--- src/rtl/bright_pkg.sv ---
// Shared brightness definitions: luma weights, statistics FSM encoding,
// step codes (also used by the brightness adjust block) and auto-step thresholds.
package bright_pkg;

  localparam int unsigned LUMA_KR = 77;
  localparam int unsigned LUMA_KG = 150;
  localparam int unsigned LUMA_KB = 29;

  typedef enum logic [1:0] {
    ST_ACCUM = 2'd0,
    ST_DRAIN = 2'd1,
    ST_DIV   = 2'd2,
    ST_DONE  = 2'd3
  } stat_state_e;

  typedef logic [2:0] step_t;

  // 0 holds, 1..4 darken progressively, 5..7 brighten progressively
  localparam step_t STEP_HOLD = 3'd0;
  localparam step_t STEP_DN1  = 3'd1;
  localparam step_t STEP_DN2  = 3'd2;
  localparam step_t STEP_DN3  = 3'd3;
  localparam step_t STEP_DN4  = 3'd4;
  localparam step_t STEP_UP1  = 3'd5;
  localparam step_t STEP_UP2  = 3'd6;
  localparam step_t STEP_UP3  = 3'd7;

  localparam logic [7:0] THR_UP2  = 8'd80;
  localparam logic [7:0] THR_UP1  = 8'd100;
  localparam logic [7:0] THR_HOLD = 8'd120;
  localparam logic [7:0] THR_DN1  = 8'd140;
  localparam logic [7:0] THR_DN2  = 8'd160;
  localparam logic [7:0] THR_DN3  = 8'd180;
  localparam logic [7:0] THR_DN4  = 8'd200;

  typedef struct packed {
    logic        vld;
    logic [15:0] rg;
    logic [12:0] b;
  } luma_p1_t;

  typedef struct packed {
    logic       vld;
    logic [7:0] y;
  } luma_p2_t;

  function automatic step_t step_of_mean(input logic [7:0] m);
    step_t s;
    if (m < THR_UP2)       s = STEP_UP3;
    else if (m < THR_UP1)  s = STEP_UP2;
    else if (m < THR_HOLD) s = STEP_UP1;
    else if (m < THR_DN1)  s = STEP_HOLD;
    else if (m < THR_DN2)  s = STEP_DN1;
    else if (m < THR_DN3)  s = STEP_DN2;
    else if (m < THR_DN4)  s = STEP_DN3;
    else                   s = STEP_DN4;
    return s;
  endfunction

endpackage

--- src/rtl/luma_div.sv ---
// Restoring divider, one quotient bit per cycle; done_i/quo_o valid on the last of SUM_W cycles.
// start_i loads operands (restarting any divide in flight); a zero divisor yields a zero quotient.
module luma_div #(
  parameter int unsigned SUM_W = 28
) (
  input  logic             clk,
  input  logic             rst,
  input  logic             start_i,
  input  logic [SUM_W-1:0] dvd_i,
  input  logic [SUM_W-1:0] dvs_i,
  output logic             done_o,
  output logic [SUM_W-1:0] quo_o
);

  localparam int unsigned CNT_BITS = $clog2(SUM_W + 1);

  logic                run_q, run_d;
  logic [CNT_BITS-1:0] cnt_q, cnt_d;
  logic [SUM_W-1:0]    rem_q, rem_d;
  logic [SUM_W-1:0]    quo_q, quo_d;
  logic [SUM_W-1:0]    dvs_q, dvs_d;
  logic [SUM_W:0]      rem_sh;
  logic [SUM_W:0]      diff;

  always_comb begin
    run_d  = run_q;
    cnt_d  = cnt_q;
    rem_d  = rem_q;
    quo_d  = quo_q;
    dvs_d  = dvs_q;
    done_o = 1'b0;
    rem_sh = {rem_q, quo_q[SUM_W-1]};
    diff   = rem_sh - {1'b0, dvs_q};
    if (start_i) begin
      run_d = 1'b1;
      cnt_d = CNT_BITS'(SUM_W);
      rem_d = '0;
      quo_d = dvd_i;
      dvs_d = dvs_i;
    end else if (run_q) begin
      // borrow clear means the divisor fits: keep the difference, emit a 1
      if (!diff[SUM_W]) begin
        rem_d = diff[SUM_W-1:0];
        quo_d = {quo_q[SUM_W-2:0], 1'b1};
      end else begin
        rem_d = rem_sh[SUM_W-1:0];
        quo_d = {quo_q[SUM_W-2:0], 1'b0};
      end
      cnt_d = cnt_q - CNT_BITS'(1);
      if (cnt_q == CNT_BITS'(1)) begin
        run_d  = 1'b0;
        done_o = 1'b1;
      end
    end
    quo_o = (dvs_q == '0) ? '0 : quo_d;
  end

  always_ff @(posedge clk) begin
    if (rst) begin
      run_q <= 1'b0;
      cnt_q <= '0;
      rem_q <= '0;
      quo_q <= '0;
      dvs_q <= '0;
    end else begin
      run_q <= run_d;
      cnt_q <= cnt_d;
      rem_q <= rem_d;
      quo_q <= quo_d;
      dvs_q <= dvs_d;
    end
  end

endmodule

--- src/rtl/bright_stat.sv ---
// Per-frame mean luma of RGB565 video; report pulses SUM_W+3 cycles after frame end; no backpressure.
// Define BRIGHT_STAT_AUTO_EN to register a brightness step code from each new mean, else step_o is 0.
module bright_stat
  import bright_pkg::*;
#(
  parameter int unsigned CNT_W  = 20,
  parameter bit          VS_POL = 1'b1
) (
  input  logic        clk,
  input  logic        rst,
  input  logic [15:0] rgb_data_i,
  input  logic        data_en_i,
  input  logic        vs_in,
  input  logic        de_in,
  output logic [7:0]  mean_o,
  output logic        mean_valid_o,
  output logic        busy_o,
  output logic [2:0]  step_o
);

  localparam int unsigned SUM_W = CNT_W + 8;

  luma_p1_t          p1_q, p1_d;
  luma_p2_t          p2_q, p2_d;
  logic [7:0]        r8, g8, b8;
  logic [15:0]       y_sum;

  logic [SUM_W-1:0]  sum_q, sum_d, sum_nxt;
  logic [CNT_W-1:0]  cnt_q, cnt_d, cnt_nxt;
  logic [SUM_W:0]    sum_add;
  logic [CNT_W:0]    cnt_add;

  stat_state_e       st_q, st_d;
  logic              drain_q, drain_d;
  logic              vs_q, vs_d;
  logic              frame_end;
  logic [7:0]        mean_q, mean_d;
  logic [7:0]        mean_new;
  logic              mean_ld;

  logic              div_start;
  logic              div_done;
  logic [SUM_W-1:0]  div_quo;

  always_comb begin
    r8    = {rgb_data_i[15:11], 3'b000};
    g8    = {rgb_data_i[10:5],  2'b00};
    b8    = {rgb_data_i[4:0],   3'b000};
    p1_d.vld = de_in & data_en_i;
    p1_d.rg  = 16'(LUMA_KR * r8 + LUMA_KG * g8);
    p1_d.b   = 13'(LUMA_KB * b8);
    y_sum    = p1_q.rg + {3'b000, p1_q.b};
    p2_d.vld = p1_q.vld;
    p2_d.y   = y_sum[15:8];
  end

  // Saturating accumulate of whatever leaves the luma pipe this cycle
  always_comb begin
    sum_add = {1'b0, sum_q} + {{(SUM_W-7){1'b0}}, p2_q.y};
    cnt_add = {1'b0, cnt_q} + {{CNT_W{1'b0}}, 1'b1};
    sum_nxt = sum_q;
    cnt_nxt = cnt_q;
    if (p2_q.vld) begin
      sum_nxt = sum_add[SUM_W] ? '1 : sum_add[SUM_W-1:0];
      cnt_nxt = cnt_add[CNT_W] ? '1 : cnt_add[CNT_W-1:0];
    end
  end

  always_comb begin
    vs_d      = vs_in;
    frame_end = (vs_in == VS_POL) && (vs_q != VS_POL);
    st_d      = st_q;
    drain_d   = 1'b0;
    div_start = 1'b0;
    sum_d     = sum_nxt;
    cnt_d     = cnt_nxt;
    mean_ld   = 1'b0;
    mean_new  = (|div_quo[SUM_W-1:8]) ? 8'hFF : div_quo[7:0];
    case (st_q)
      ST_ACCUM: if (frame_end) st_d = ST_DRAIN;
      ST_DRAIN: begin
        drain_d = 1'b1;
        // second drain cycle: the last pixel of the frame has reached sum_nxt
        if (drain_q) begin
          drain_d   = 1'b0;
          div_start = 1'b1;
          sum_d     = '0;
          cnt_d     = '0;
          st_d      = ST_DIV;
        end
      end
      ST_DIV: begin
        if (div_done) begin
          mean_ld = 1'b1;
          st_d    = ST_DONE;
        end
      end
      ST_DONE: st_d = ST_ACCUM;
      default: st_d = ST_ACCUM;
    endcase
    mean_d = mean_ld ? mean_new : mean_q;
  end

  always_ff @(posedge clk) begin
    if (rst) begin
      p1_q    <= '0;
      p2_q    <= '0;
      sum_q   <= '0;
      cnt_q   <= '0;
      st_q    <= ST_ACCUM;
      drain_q <= 1'b0;
      vs_q    <= ~VS_POL;
      mean_q  <= '0;
    end else begin
      p1_q    <= p1_d;
      p2_q    <= p2_d;
      sum_q   <= sum_d;
      cnt_q   <= cnt_d;
      st_q    <= st_d;
      drain_q <= drain_d;
      vs_q    <= vs_d;
      mean_q  <= mean_d;
    end
  end

  luma_div #(.SUM_W(SUM_W)) u_div (
    .clk     (clk),
    .rst     (rst),
    .start_i (div_start),
    .dvd_i   (sum_nxt),
    .dvs_i   ({8'h00, cnt_nxt}),
    .done_o  (div_done),
    .quo_o   (div_quo)
  );

`ifdef BRIGHT_STAT_AUTO_EN
  step_t step_q, step_d;

  always_comb begin
    step_d = mean_ld ? step_of_mean(mean_new) : step_q;
  end

  always_ff @(posedge clk) begin
    if (rst) step_q <= STEP_HOLD;
    else     step_q <= step_d;
  end

  assign step_o = step_q;
`else
  assign step_o = STEP_HOLD;
`endif

  assign mean_o       = mean_q;
  assign mean_valid_o = (st_q == ST_DONE);
  assign busy_o       = (st_q != ST_ACCUM);

endmodule

--- config.mk ---
export PLATFORM = sky130hd
export DESIGN_NAME = bright_stat
export DESIGN_NICKNAME = d
export VERILOG_FILES = /design/src/rtl/bright_pkg.sv /design/src/rtl/luma_div.sv /design/src/rtl/bright_stat.sv
export SDC_FILE = /design/constraint.sdc
export NUM_CORES = 1
export LEC_CHECK = 0
export ABC_CLOCK_PERIOD_IN_PS = 9000
export BUFFER_PORTS_ARGS = -buffer_cell sky130_fd_sc_hd__buf_2
export CAP_MARGIN = 10
export CORE_MARGIN = 2
export CORE_UTILIZATION = 69
export CTS_BUF_LIST = sky130_fd_sc_hd__clkbuf_16
export DETAILED_ROUTE_END_ITERATION = 10
export GPL_TIMING_DRIVEN = 0
export MAX_ROUTING_LAYER = met4
export PLACE_DENSITY_LB_ADDON = 0.2
export SLEW_MARGIN = 20
export SYNTH_ARGS = -nofsm -noshare
export SYNTH_HDL_FRONTEND = slang
export SYNTH_HIERARCHICAL = 1
export SYNTH_SLANG_ARGS = --single-unit
--- constraint.sdc ---
create_clock -name clk -period 9 [get_ports clk]
set_input_delay 0.45 -clock clk [delete_from_list [all_inputs] [get_ports clk]]
set_output_delay 0.45 -clock clk [all_outputs]
set_load 0.05 [all_outputs]
# Yosys cells after proc, flatten, opt, wreduce, memory -nomap -nowiden
# Cells that the tools add are included.
word_totals:
  n_memories: 0
  elab_cells: 77
  ff_bits: 181
  romBits: 0
  ram_bits: 0
  out_inout_bits: 13
  latch_bits: 0
classes:
  mux: 31
  shifts: 0
  magnitude_cmp: 0
  n_div: 0
  mul: 3
  n_bitwise: 3
  reduce_logical: 9
  n_addsub: 6
  eq_ne: 7
op_table:
  columns: ["op", "count"]
  rows:
  - ["$mux W28", 8]
  - ["$mux W20", 4]
  - ["$add A28 B8 Y29", 1]
  - ["$sub A29 B20 Y29", 1]
  - ["$logic_not A28 Y1", 1]
  - ["$add A20 B1 Y21 const B", 1]
  - ["$reduce_or A20 Y1", 1]
  - ["$add A15 B16 Y16", 1]
  - ["$add A16 B13 Y16", 1]
  - ["$mul A7 B6 Y13 const A", 1]
  - ["$mul A7 B5 Y12 const A", 1]
  - ["$mux W1", 12]
  - ["$mul A5 B5 Y10 const A", 1]
  - ["$mux W5", 2]
  - ["$mux W8", 1]
  - ["$pmux W2 S4", 1]
  - ["$mux W2", 3]
  - ["$ne A2 B2 Y1 const B", 3]
  - ["$eq A5 B1 Y1 const B", 1]
  - ["$sub A5 B1 Y5 const B", 1]
  - ["$eq A2 B2 Y1 const B", 2]
  - ["$reduce_bool A2 Y1", 2]
  - ["$reduce_or A2 Y1", 2]
  - ["$reduce_and A3 Y1", 1]
  - ["5 further kinds", 6]

# Logic depth before layout (Yosys ltp)
# Gate-level depths: netlist (run 1).
depth:
  ltp_word: 7
  ltp_mapped: 18

# Hierarchy
# Netlist (run 1), hierarchy kept.
by_module_without_submodules:
  columns: ["module", "cells_per_inst", "area_per_inst_um2", "instances", "seq_area_each_um2"]
  rows:
  - ["bright_stat", 749, 6680.2, 1, 1861.8]
  - ["luma_div", 715, 5611.6, 1, 1801.7]

# Worst setup path before layout (run 1)
# Ideal clock, no wire load.
synth_path:
  kind: "input -> register"
  start: "input port rgb_data_i[8]"
  end: "register p1_q[27] in the netlist's numbering"
  stages: 15
  slack_ns: 4.614
  n_path_buf: 0
  arrival_time_ns: 4.265
  setup_ns: 0.121
  t_required_ns: 8.879
  path_cell_list: "ha_1 > ha_1 > fa_1 > fa_1 > a21o_1 > a21oi_1 > o21ai_0 > or2_2 > xor2_1 > ha_1 > a21o_1 > a31o_2 > a21o_1 > a31oi_1 > mux2_2"
synth_via:
  elab_chain_len: 2
synth_rtl:
  columns: ["element", "line", "text"]
  rows:
  - ["start, declared", "bright_stat.sv:11", "input logic [15:0] rgb_data_i,"]
  - ["$mul A7 B6 Y13", "bright_stat.sv:50", "p1_d.rg = 16'(LUMA_KR * r8 + LUMA_KG * g8);"]
  - ["$add A15 B16 Y16", "bright_stat.sv:50", null]
  - ["end signal, assigned", "bright_stat.sv:115", "p1_q <= p1_d;"]
  - ["end, declared", "bright_stat.sv:23", "luma_p1_t p1_q, p1_d;"]
# No other way between the ends.
# A chain may end at the register's enable or synchronous reset.

# Final worst setup path (run 1)
# Ends and elaborated chain as after synthesis.

==> metrics, run 1 <==
vias in the first global route 10.33k; # IOs 34; First-pass DRT Iterations 6; RR Startpoint sum_q[0]; Critical Path Start rgb_data_i[8]; register area 3664 sq um; post-synthesis cell count 1464; CP max FO 5; Post-Synth Adder-Cell Area 0.1578; Fin Setup TNS 0 ps; Synth Area per Inst 8.396 sq um; CTS hold repair buffers 0; outcome completed; Via density 6.107; Tcrit/Tclk final 0.4809; asr flop ratio synth 0; clk slew on worst S/H paths 70 ps; Final nets 1690; WP buf/inv 1; DRT antenna net count 0; Post-synth EDFFs 0; clock tree buffer depth 2; starting density of the core 0.7082; # clock sinks 183; Antenna diodes 0; post-synthesis compound-gate area fraction 0.1771; Pwr per Cell Area 242.4 nW/um^2; gr ovfl total 0; Post-Place Setup Slack 4234 ps; Cell variety after synth 93; final setup vio count 0; Hold Crit Start vs_in; Detailed Place HPWL 22.26 mm; CP cell instances buf_2, ha_1, ha_1, fa_1, fa_1, a21o_1, a21oi_1, o21ai_0, or2_2, xor2_1, ha_1, a21o_1, a31o_2, a21o_1, a31oi_1, mux2_2; H-tree level count 4; DR WL/cell 16.68 microns; I/O Buffers 30; CP delay by family, top adder cells; first-pass GRT wire length 47.47 mm; max-cap violations 0; Site Rows 48; VDD IR max 0.0001851 V; fin crit period 4328 ps; DR iter-0 viols 724; power consumption 0.003231 W; GRT Util Overall 0.3238; Relative slew margins 0.4276; synth warn 6; Die H 137.5 microns; Setup CP Type in -> reg; Slew Limit Fails 0; clock buffer count from CTS 17; Final Util 0.7679; Max Fclk 0.2311 GHz; Clk Tree Root Cell clkbuf_16; final hold vios 0; post_cts resized 0; largest family of logic cells by synthesized area simple AND/OR/NAND/NOR gates; RSZ-0062 raised after global routing false; Slew @ Worst Pin 855.5 ps; Setup Buffers After CTS 0; register area share after synthesis 0.2980; P_leak 5.730 nW; clk_skew 9.782 ps; Setup crit end kind register; post-synthesis simple-gate area fraction 0.1995; Placed Cells incl. Taps 1729; die area 18900 sq um; # fillers 1274; share of cells above drive strength 1 0.08398; Top FF cell, synth dfxtp_1; core area 17360 sq um; slowest CP cell fa_1; synthesized flop and latch total 183; Synth Area in XOR/XNOR 0.06219; Layout area overhead 8.428%; arrival time at the worst endpoint 4650 ps; CP max stage delay 550 ps; die span in x 137.5 microns; Post-Layout Cell Count 1761; type of origin of the critical path primary input; routed wire length 29.37 mm; setup ws final 4672 ps; initial antenna violation count 0; DR DRC count 0; CTS tree done; later-pin clock latency in the skew report 430 ps; largest net degree at the start of global routing 19; mux share of post-synthesis cell area 0.05843; Min-Delay Path Class in -> reg; critical path data required time 9320 ps; via count 10.75k; area of the multi-input gates 8093 sq um; final RePlAce weighted congestion 0.9188; synthesized area 12290 sq um
where the power goes:
part	internal, W	total, W	switching (W)
Clock	0.000366	0.000719	0.000352
Sequential	0.000881	0.000925	0.0000441
Combinational	0.000640	0.00159	0.000947
Total	0.00189	0.00323	0.00134
layout by cell type (no fill, tap or decap), types with 9 or more instances in the layout:
cell,netlist,final
nand2_1,110,110
buf_1,14,14
a31oi_1,31,31
nand4_1,12,12
clkbuf_1,35,35
xnor2_1,53,53
xor2_1,28,28
inv_1,78,78
and2_1,26,26
nor3_1,37,37
and3_1,23,23
buf_2,5,35
a21o_1,29,29
nand2b_1,11,11
a21oi_1,102,102
clkbuf_16,0,17
mux2i_1,62,62
o21ai_0,43,43
fa_1,15,15
a211oi_1,20,20
ha_1,131,131
conb_1,1,11
nand3_1,29,29
nor4_1,16,16
nor2_1,209,209
nor2b_1,18,18
o21a_1,9,9
dfxtp_1,183,183
synth_stat cells (9+ instances only):
cell type	instances	area, sq um
dfxtp_1	183	3664
nor2b_1	18	112.6
a21oi_1	102	510.5
buf_1	14	52.55
nor2_1	209	784.5
a211oi_1	20	150.1
and3_1	23	143.9
o21ai_0	43	215.2
nand4_1	12	75.07
nor3_1	37	185.2
a31oi_1	31	193.9
fa_1	15	300.3
nand3_1	29	145.1
xor2_1	28	245.2
xnor2_1	53	464.2
a21o_1	29	217.7
and2_1	26	162.7
nand2b_1	11	68.82
ha_1	131	1639
inv_1	78	292.8
nand2_1	110	412.9
mux2i_1	62	620.6
clkbuf_1	35	131.4
nor4_1	16	100.1
o21a_1	9	67.56
area by class of cell:
class                           count  share of cell area
Buffer                             61             0.02075
Clock buffer                       17             0.03192
Clock inverter                     15             0.01061
Inverter                           79             0.02225
Multi-Input combinational cell   1151              0.6072
Sequential cell                   183              0.2749
Tap cell                          225             0.02112
Timing Repair Buffer               30             0.01127
sequential cells by signal, indices dropped and copies added, names as in the netlist:
signal,cells
p2_q,9
u_div/quo_q,28
u_div/run_q,1
vs_q,1
u_div/cnt_q,5
mean_o,8
u_div/rem_q,28
p1_q,24
sum_q,28
cnt_q,20
drain_q,1
u_div/dvs_q,28
st_q,2
routing by layer:
metal	up-vias	track usage	part of all wire
met5	-	-	0
met4	0	0.1117	0.028
met3	73	0.04893	0.044
met2	346	0.5614	0.50
met1	5078	0.3835	0.43
li1	5257	-	-
through the flow:
step / hold WS [ps] / cell area [sq um]
finish: 283.6 / 13330
global route: 286.3 / 13330
CTS: 264.5 / 13330
detailed placement: 435.0 / 12760
global placement: 423.9 / 12760
floorplan: 413.1 / 12330
final timing paths:
path                     to  slack (ps)  cells past startpoint
setup reg to reg  mean_o[1]        5230                     14
setup / recovery   p1_q[27]        4670                     16
hold / removal         vs_q         280                      2
hold reg to reg     drain_q         450                      1
cells by family after synthesis:
| kind of cell | after synthesis |
|---|---|
| adder cells (fa/ha/maj) | 146 |
| multiplexers | 70 |
| XOR/XNOR | 83 |
| other | 1 |
| AO/OA/AOI/OAI | 320 |
| flip-flops | 183 |
| AND/OR/NAND/NOR | 521 |
| buffers and inverters | 140 |
No activity file was read; power rests on OpenSTA's default activity.
==> run 2, diff against run 1 <==
Settings changed: ABC_CLOCK_PERIOD_IN_PS 9000 to 3900, CORE_UTILIZATION 69 to 58.
Clock period 9 ns to 3.9 ns, I/O delays scaled along.
==> run 2 against run 1 <==
Sequential power rose by 130%. Sequential share of layout area fell by 0.54 points. Global-route usage fell by 5.4 points. Combinational power rose by 130%. Power rose by 130%. Clock-buffer cell count did not move. Clock power rose by 150%. Critical path type unchanged.
==> metrics, run 2 (synthesis results as in run 1) <==
outcome completed; Final nets 1698 (+0.47%); power consumption 0.007574 W (+130%); WP buf/inv 1 (unchanged); die area 22370 sq um (+18%); P_leak 5.796 nW (+1.1%); I/O Buffers 30 (unchanged); Setup CP Type in -> reg; reg-to-reg endpoint mean_o[1]; Antenna diodes 0 (unchanged); Via density 5.755 (-5.8%); hold path depth 3 (+1); CTS tree done; clk_skew 13.04 ps (+3.262 ps); most frequent cells in the layout 208 x nor2_1, 183 x dfxtp_1, 127 x ha_1, 110 x nand2_1, 101 x a21oi_1; initial antenna violation count 0 (unchanged); VDD IR max 0.0003218 V (+74%); Max Fclk 0.2664 GHz; gr ovfl total 0 (unchanged); Switching Fraction 0.4152 (-0.0005690); Layout area overhead 10.62%; Min-Delay Path Class in -> reg; first-pass GRT wire length 47.91 mm (+0.93%); fin crit period 3754 ps; Site Rows 53 (+10%); Relative slew margins 0.3772 (-0.05038); # clock sinks 183 (unchanged); clock tree buffer depth 2 (unchanged); CP delay by family, top adder cells; Post-Place Setup Slack -343.5 ps (-4578 ps); RR Startpoint sum_q[0]; Reg2Reg Depth 15 (+1); Setup crit end kind register; Int Pwr 0.004429 W (+130%); core area 20890 sq um (+20%); Die H 149.6 microns (+8.8%); die span in x 149.6 microns (+8.8%); Hold Slack 82.69 ps (-201.0 ps); clk slew on worst S/H paths 80 ps (about the same); routed wire length 28.43 mm (-3.2%); GRT Util Overall 0.2701 (-0.05372); clock buffer count from CTS 17 (unchanged); slowest CP cell fa_1; Placed Cells incl. Taps 1779 (+2.9%); vias in the first global route 10.15k (-1.8%); Slew Limit Fails 0 (unchanged); CP cell instances buf_2, ha_1, ha_1, fa_1, fa_2, a21o_1, a21oi_2, o21ai_1, or2_2, xor2_2, ha_4, a21o_1, a31o_2, a21o_1, a31oi_1, mux2_2; Psw 0.003145 W (+130%); critical path data required time 4220 ps (-5100 ps); final RePlAce weighted congestion 0.8583 (-6.6%); DRT antenna net count 0 (unchanged); H-tree level count 4 (unchanged); Flop pwr share 0.282 (-0.004); final hold vios 0 (unchanged); Clk network pwr share 0.234 (+0.012); Hold Crit Start rgb_data_i[0]; CP max FO 5 (unchanged); largest net degree at the start of global routing 22 (+3); Pwr per Cell Area 557.0 nW/um^2 (+130%); share of cells above drive strength 1 0.09391 (+0.009928); Hold Path End p1_q[3]; type of origin of the critical path primary input; via count 10.47k (-2.7%); arrival time at the worst endpoint 4080 ps (-570 ps); DR DRC count 0 (unchanged); Slew @ Worst Pin 930.8 ps (+75.30 ps); max-cap violations 0 (unchanged); DR iter-0 viols 649 (-10%); CP max stage delay 490 ps (-60 ps); Crit path top cell by count a21o_1; setup ws final 145.8 ps (-4526 ps); logic gate share of total power 0.484 (-0.007); Tcrit/Tclk final 0.9626; DR WL/cell 15.63 microns (-6.3%); First-pass DRT Iterations 5 (-1); # IOs 34 (unchanged); Detailed Place HPWL 21.85 mm (-1.8%); later-pin clock latency in the skew report 440 ps (about the same); starting density of the core 0.5884 (-0.1197); r2r setup slk 260 ps (-4970 ps); Post-Layout Cell Count 1819 (+3.3%); commonest non-fill, non-tap cell in the layout nor2_1; final setup vio count 0 (unchanged); Clk Tree Root Cell clkbuf_16
[run 2: cell types whose count changed in the layout (fill, tap and decap cells not counted), moves of 2 or more]
| cell | before | now |
|---|---|---|
| clkinv_8 | 2 | 8 |
| buf_4 | 3 | 8 |
| ha_1 | 131 | 127 |
| ha_4 | 0 | 4 |
| dlygate4sd3_1 | 0 | 3 |
| clkinv_2 | 2 | 0 |
| clkinvlp_4 | 2 | 0 |
| nor4_1 | 16 | 14 |
| nor4_2 | 1 | 3 |
[run 2: layout make-up]
type,count,area (sq um)
plain buffers,61,276.5
clock buffers,17,425.4
clock inverters,15,201.4
fillers,1743,7292
inverters,79,296.5
multi-input cells,1151,8172
flip-flops and latches,183,3664
well taps,275,344.1
repair buffers,38,217.7
[run 2: per-layer routing]
metal,part of all wire,global-route usage,up-vias
met5,0,-,-
met4,0.020,0.08238,0
met3,0.041,0.03780,47
met2,0.48,0.4521,228
met1,0.46,0.3391,4906
li1,-,-,5287
[run 2: through the flow]
stage               setup TNS, ps  instance area, sq um    util
floorplan                       0                 12370       -
global placement           -723.9                 12870  0.6160
detailed placement         -798.2                 12870  0.6160
CTS                             0                 13540  0.6480
global route               -13.22                 13600  0.6509
finish                          0                 13600  0.6509
[run 2: how the worst max path moves through the flow]
| stage | depth (start not counted) | slack, ps | startpoint | to |
|---|---|---|---|---|
| after CTS | 16 | 90 | rgb_data_i[8] | p1_q[27] |
| after detailed placement | 16 | -340 | rgb_data_i[8] | p1_q[27] |
| final | 16 | 150 | rgb_data_i[8] | p1_q[27] |
| after global placement | 16 | -330 | rgb_data_i[8] | p1_q[27] |
| after floorplan | 15 | 8 | rgb_data_i[8] | p1_q[27] |
| after global routing | 16 | -8 | rgb_data_i[8] | p1_q[27] |
[run 2: repair_timing]
action | CTS | global route
hold endpoints to repair | 2 | 0
hold buffers | 3 | 0
gates resized for setup | 2 | 3
setup endpoints to repair | 8 | 9
buffers inserted | 0 | 5
pin swaps | 1 | 2
[run 2: power by group through the flow]
stage / Combinational, W / Clock [W] / Sequential, W
floorplan: 0.00284 / 0 / 0.00214
global placement: 0.00351 / 0 / 0.00217
detailed placement: 0.00356 / 0 / 0.00217
CTS: 0.00360 / 0.00180 / 0.00213
global route: 0.00405 / 0.00187 / 0.00215
finish: 0.00367 / 0.00177 / 0.00213
[run 2: tightest hold or removal path, stage by stage]
cell    delay (ps)
buf_2          100
inv_1           80
nor2_1         110
==> run 3, diff against run 2 <==
==> constraint.sdc (replaced) <==
create_clock -name clk -period 3.9 [get_ports clk]
set_input_delay 0.585 -clock clk [delete_from_list [all_inputs] [get_ports clk]]
set_output_delay 0.585 -clock clk [all_outputs]
set_load 0.05 [all_outputs]
==> run 3 against run 2 <==
Sequential power barely moved. Clock skew shrank 0.70 ps. Via count down 0.35%. Maximum frequency is 3.6% lower. Worst setup slack got worse by 140 ps. Cell area rose by 0.65%. First-iteration DRC count fell by 4.0%. Highest routed layer unchanged.
==> metrics, run 3 (synthesis results as in run 1) <==
outcome completed; register area 3664 sq um (unchanged); core area 20890 sq um (unchanged); RSZ-0062 raised after global routing true; starting density of the core 0.5884 (unchanged); P_leak 5.792 nW (about the same); commonest non-fill, non-tap cell in the layout nor2_1; DRT antenna net count 0 (unchanged); routed wire length 28.23 mm (-0.69%); CTS hold repair buffers 0 (-3); first-pass GRT wire length 45.96 mm (-4.1%); critical path data required time 4220 ps (about the same); arrival time at the worst endpoint 4210 ps (+130 ps); most frequent cells in the layout 209 x nor2_1, 183 x dfxtp_1, 119 x ha_1, 110 x nand2_1, 99 x a21oi_1; Hold Crit Start vs_in; # fillers 1773 (+1.7%); Antenna diodes 0 (unchanged); H-tree level count 4 (unchanged); CTS tree done; Final nets 1700 (+0.12%); CP max stage delay 380 ps (-110 ps); # IOs 34 (unchanged); VDD IR max 0.0003417 V (+6.2%); I/O Buffers 30 (unchanged); Fin Setup TNS 0 ps (unchanged); hold path depth 2 (-1); final hold vios 0 (unchanged); Setup crit end kind register; die area 22370 sq um (unchanged); Layout area overhead 11.34%; GRT Util Overall 0.2619 (-0.008230); CP cell instances buf_4, ha_4, ha_4, ha_4, ha_4, fa_2, a21o_1, a21oi_2, o21ai_2, or2_4, xor2_1, ha_1, a21o_1, a31o_2, a21o_1, a31oi_1, mux2_2; Post-Layout Cell Count 1821 (+0.11%); clk_skew 12.35 ps (-0.6961 ps); RR Startpoint sum_q[0]; Min-Delay Path Class in -> reg; Pwr per Cell Area 546.1 nW/um^2 (-2.0%); Hold Slack 389.2 ps (+306.5 ps); Tcrit/Tclk final 0.9981 (+0.03550); First-pass DRT Iterations 5 (unchanged); die span in x 149.6 microns (unchanged); CP max FO 4 (-1); area of the multi-input gates 8280 sq um (+1.3%); max-cap violations 0 (unchanged); Relative slew margins 0.3048 (-0.07242); Setup CP Type in -> reg; DR iter-0 viols 623 (-4.0%); Reg2Reg Depth 15 (unchanged); share of cells above drive strength 1 0.1028 (+0.008934); gr ovfl total 0 (unchanged); DR DRC count 0 (unchanged); final setup vio count 0 (unchanged); largest net degree at the start of global routing 19 (-14%); clock buffer count from CTS 17 (unchanged); initial antenna violation count 0 (unchanged); # clock sinks 183 (unchanged); Crit path top cell by count ha_4; Detailed Place HPWL 21.92 mm (+0.31%); Hold Path End vs_q; type of origin of the critical path primary input; Die H 149.6 microns (unchanged); later-pin clock latency in the skew report 440 ps (about the same); Placed Cells incl. Taps 1779 (unchanged); Clk Tree Root Cell clkbuf_16; final RePlAce weighted congestion 0.9089 (+5.9%); clk slew on worst S/H paths 70 ps (about the same); CP delay by family, top adder cells; Via density 5.728 (-0.46%); r2r setup slk 220 ps (-40 ps); Slew Limit Fails 0 (unchanged); fin crit period 3893 ps (+138.5 ps); reg-to-reg endpoint mean_o[5]; Max Fclk 0.2569 GHz (-3.6%); via count 10.43k (-0.35%); clock tree buffer depth 2 (unchanged); Site Rows 53 (unchanged); vias in the first global route 9747 (-3.9%); DR WL/cell 15.50 microns (-0.80%); Slew @ Worst Pin 1039 ps (+108.2 ps); slowest CP cell fa_2; WP buf/inv 1 (unchanged)
run 3: cell count changes in the layout (fill, tap and decap cells not counted), moves of 4 or more:
| cell | change |
|---|---|
| clkinv_8 | -8 |
| ha_1 | -8 |
| buf_4 | +8 |
| ha_4 | +8 |
| clkinvlp_4 | +4 |
| buf_2 | -6 |
run 3: worst register-to-register path, stage by stage, from the launching register on:
cell and delay, ps:
dfxtp_1 340, ha_1 170, inv_1 50, fa_1 410, nor2b_1 170, o31a_1 370
o211ai_4 170, nor3_2 220, mux2_4 320, a21oi_1 240, nor2_1 70, nor4_1 330
nand4_1 140, buf_4 190, nor3_1 270, nor3_1 90
run 3: area by class of cell:
| class | instances | share of cell area |
|---|---|---|
| multi-input cells | 1151 | 0.6050 |
| repair buffers | 40 | 0.01938 |
| clock buffers | 17 | 0.03108 |
| plain buffers | 61 | 0.02020 |
| flip-flops and latches | 183 | 0.2677 |
| inverters | 79 | 0.02167 |
| well taps | 275 | 0.02514 |
| clock inverters | 15 | 0.009782 |
run 3: what timing repair did:
| item | in CTS | in global routing |
|---|---|---|
| pin swaps | 11 | 13 |
| gates cloned | 0 | 0 |
| endpoints found under the setup margin | 1 | 11 |
| resized for setup | 10 | 13 |
| setup buffers | 8 | 2 |
run 3: stage by stage:
stage | area (sq um) | utilization | setup slack, ps | power [W]
floorplan | 12460 | - | -231.0 | 0.004996
global placement | 12950 | 0.6199 | -606.0 | 0.005692
detailed placement | 12950 | 0.6199 | -607.6 | 0.005748
CTS | 13610 | 0.6514 | -13.65 | 0.007453
global route | 13690 | 0.6552 | -57.59 | 0.007957
finish | 13690 | 0.6552 | 7.381 | 0.007474
run 3: how the worst max path moves through the flow:
stage,startpoint,endpoint,cells past startpoint
after floorplan,rgb_data_i[8],p1_q[27],15
after global placement,rgb_data_i[8],p1_q[27],16
after detailed placement,rgb_data_i[8],p1_q[27],16
after CTS,rgb_data_i[9],p1_q[27],16
after global routing,rgb_data_i[9],p1_q[27],16
final,rgb_data_i[5],p1_q[27],17
run 3: metal layers:
layer / track usage / vias up / part of all wire
li1: - / 5274 / -
met1: 0.3298 / 4879 / 0.46
met2: 0.4360 / 235 / 0.48
met3: 0.03384 / 43 / 0.042
met4: 0.08667 / 0 / 0.022
met5: - / - / 0
run 3: report_power, final:
| group | switching (W) | internal (W) | leakage, nW |
|---|---|---|---|
| registers | 0.0000939 | 0.00203 | 1.48 |
| logic | 0.00215 | 0.00155 | 4.04 |
| clock network | 0.000808 | 0.000843 | 0.268 |
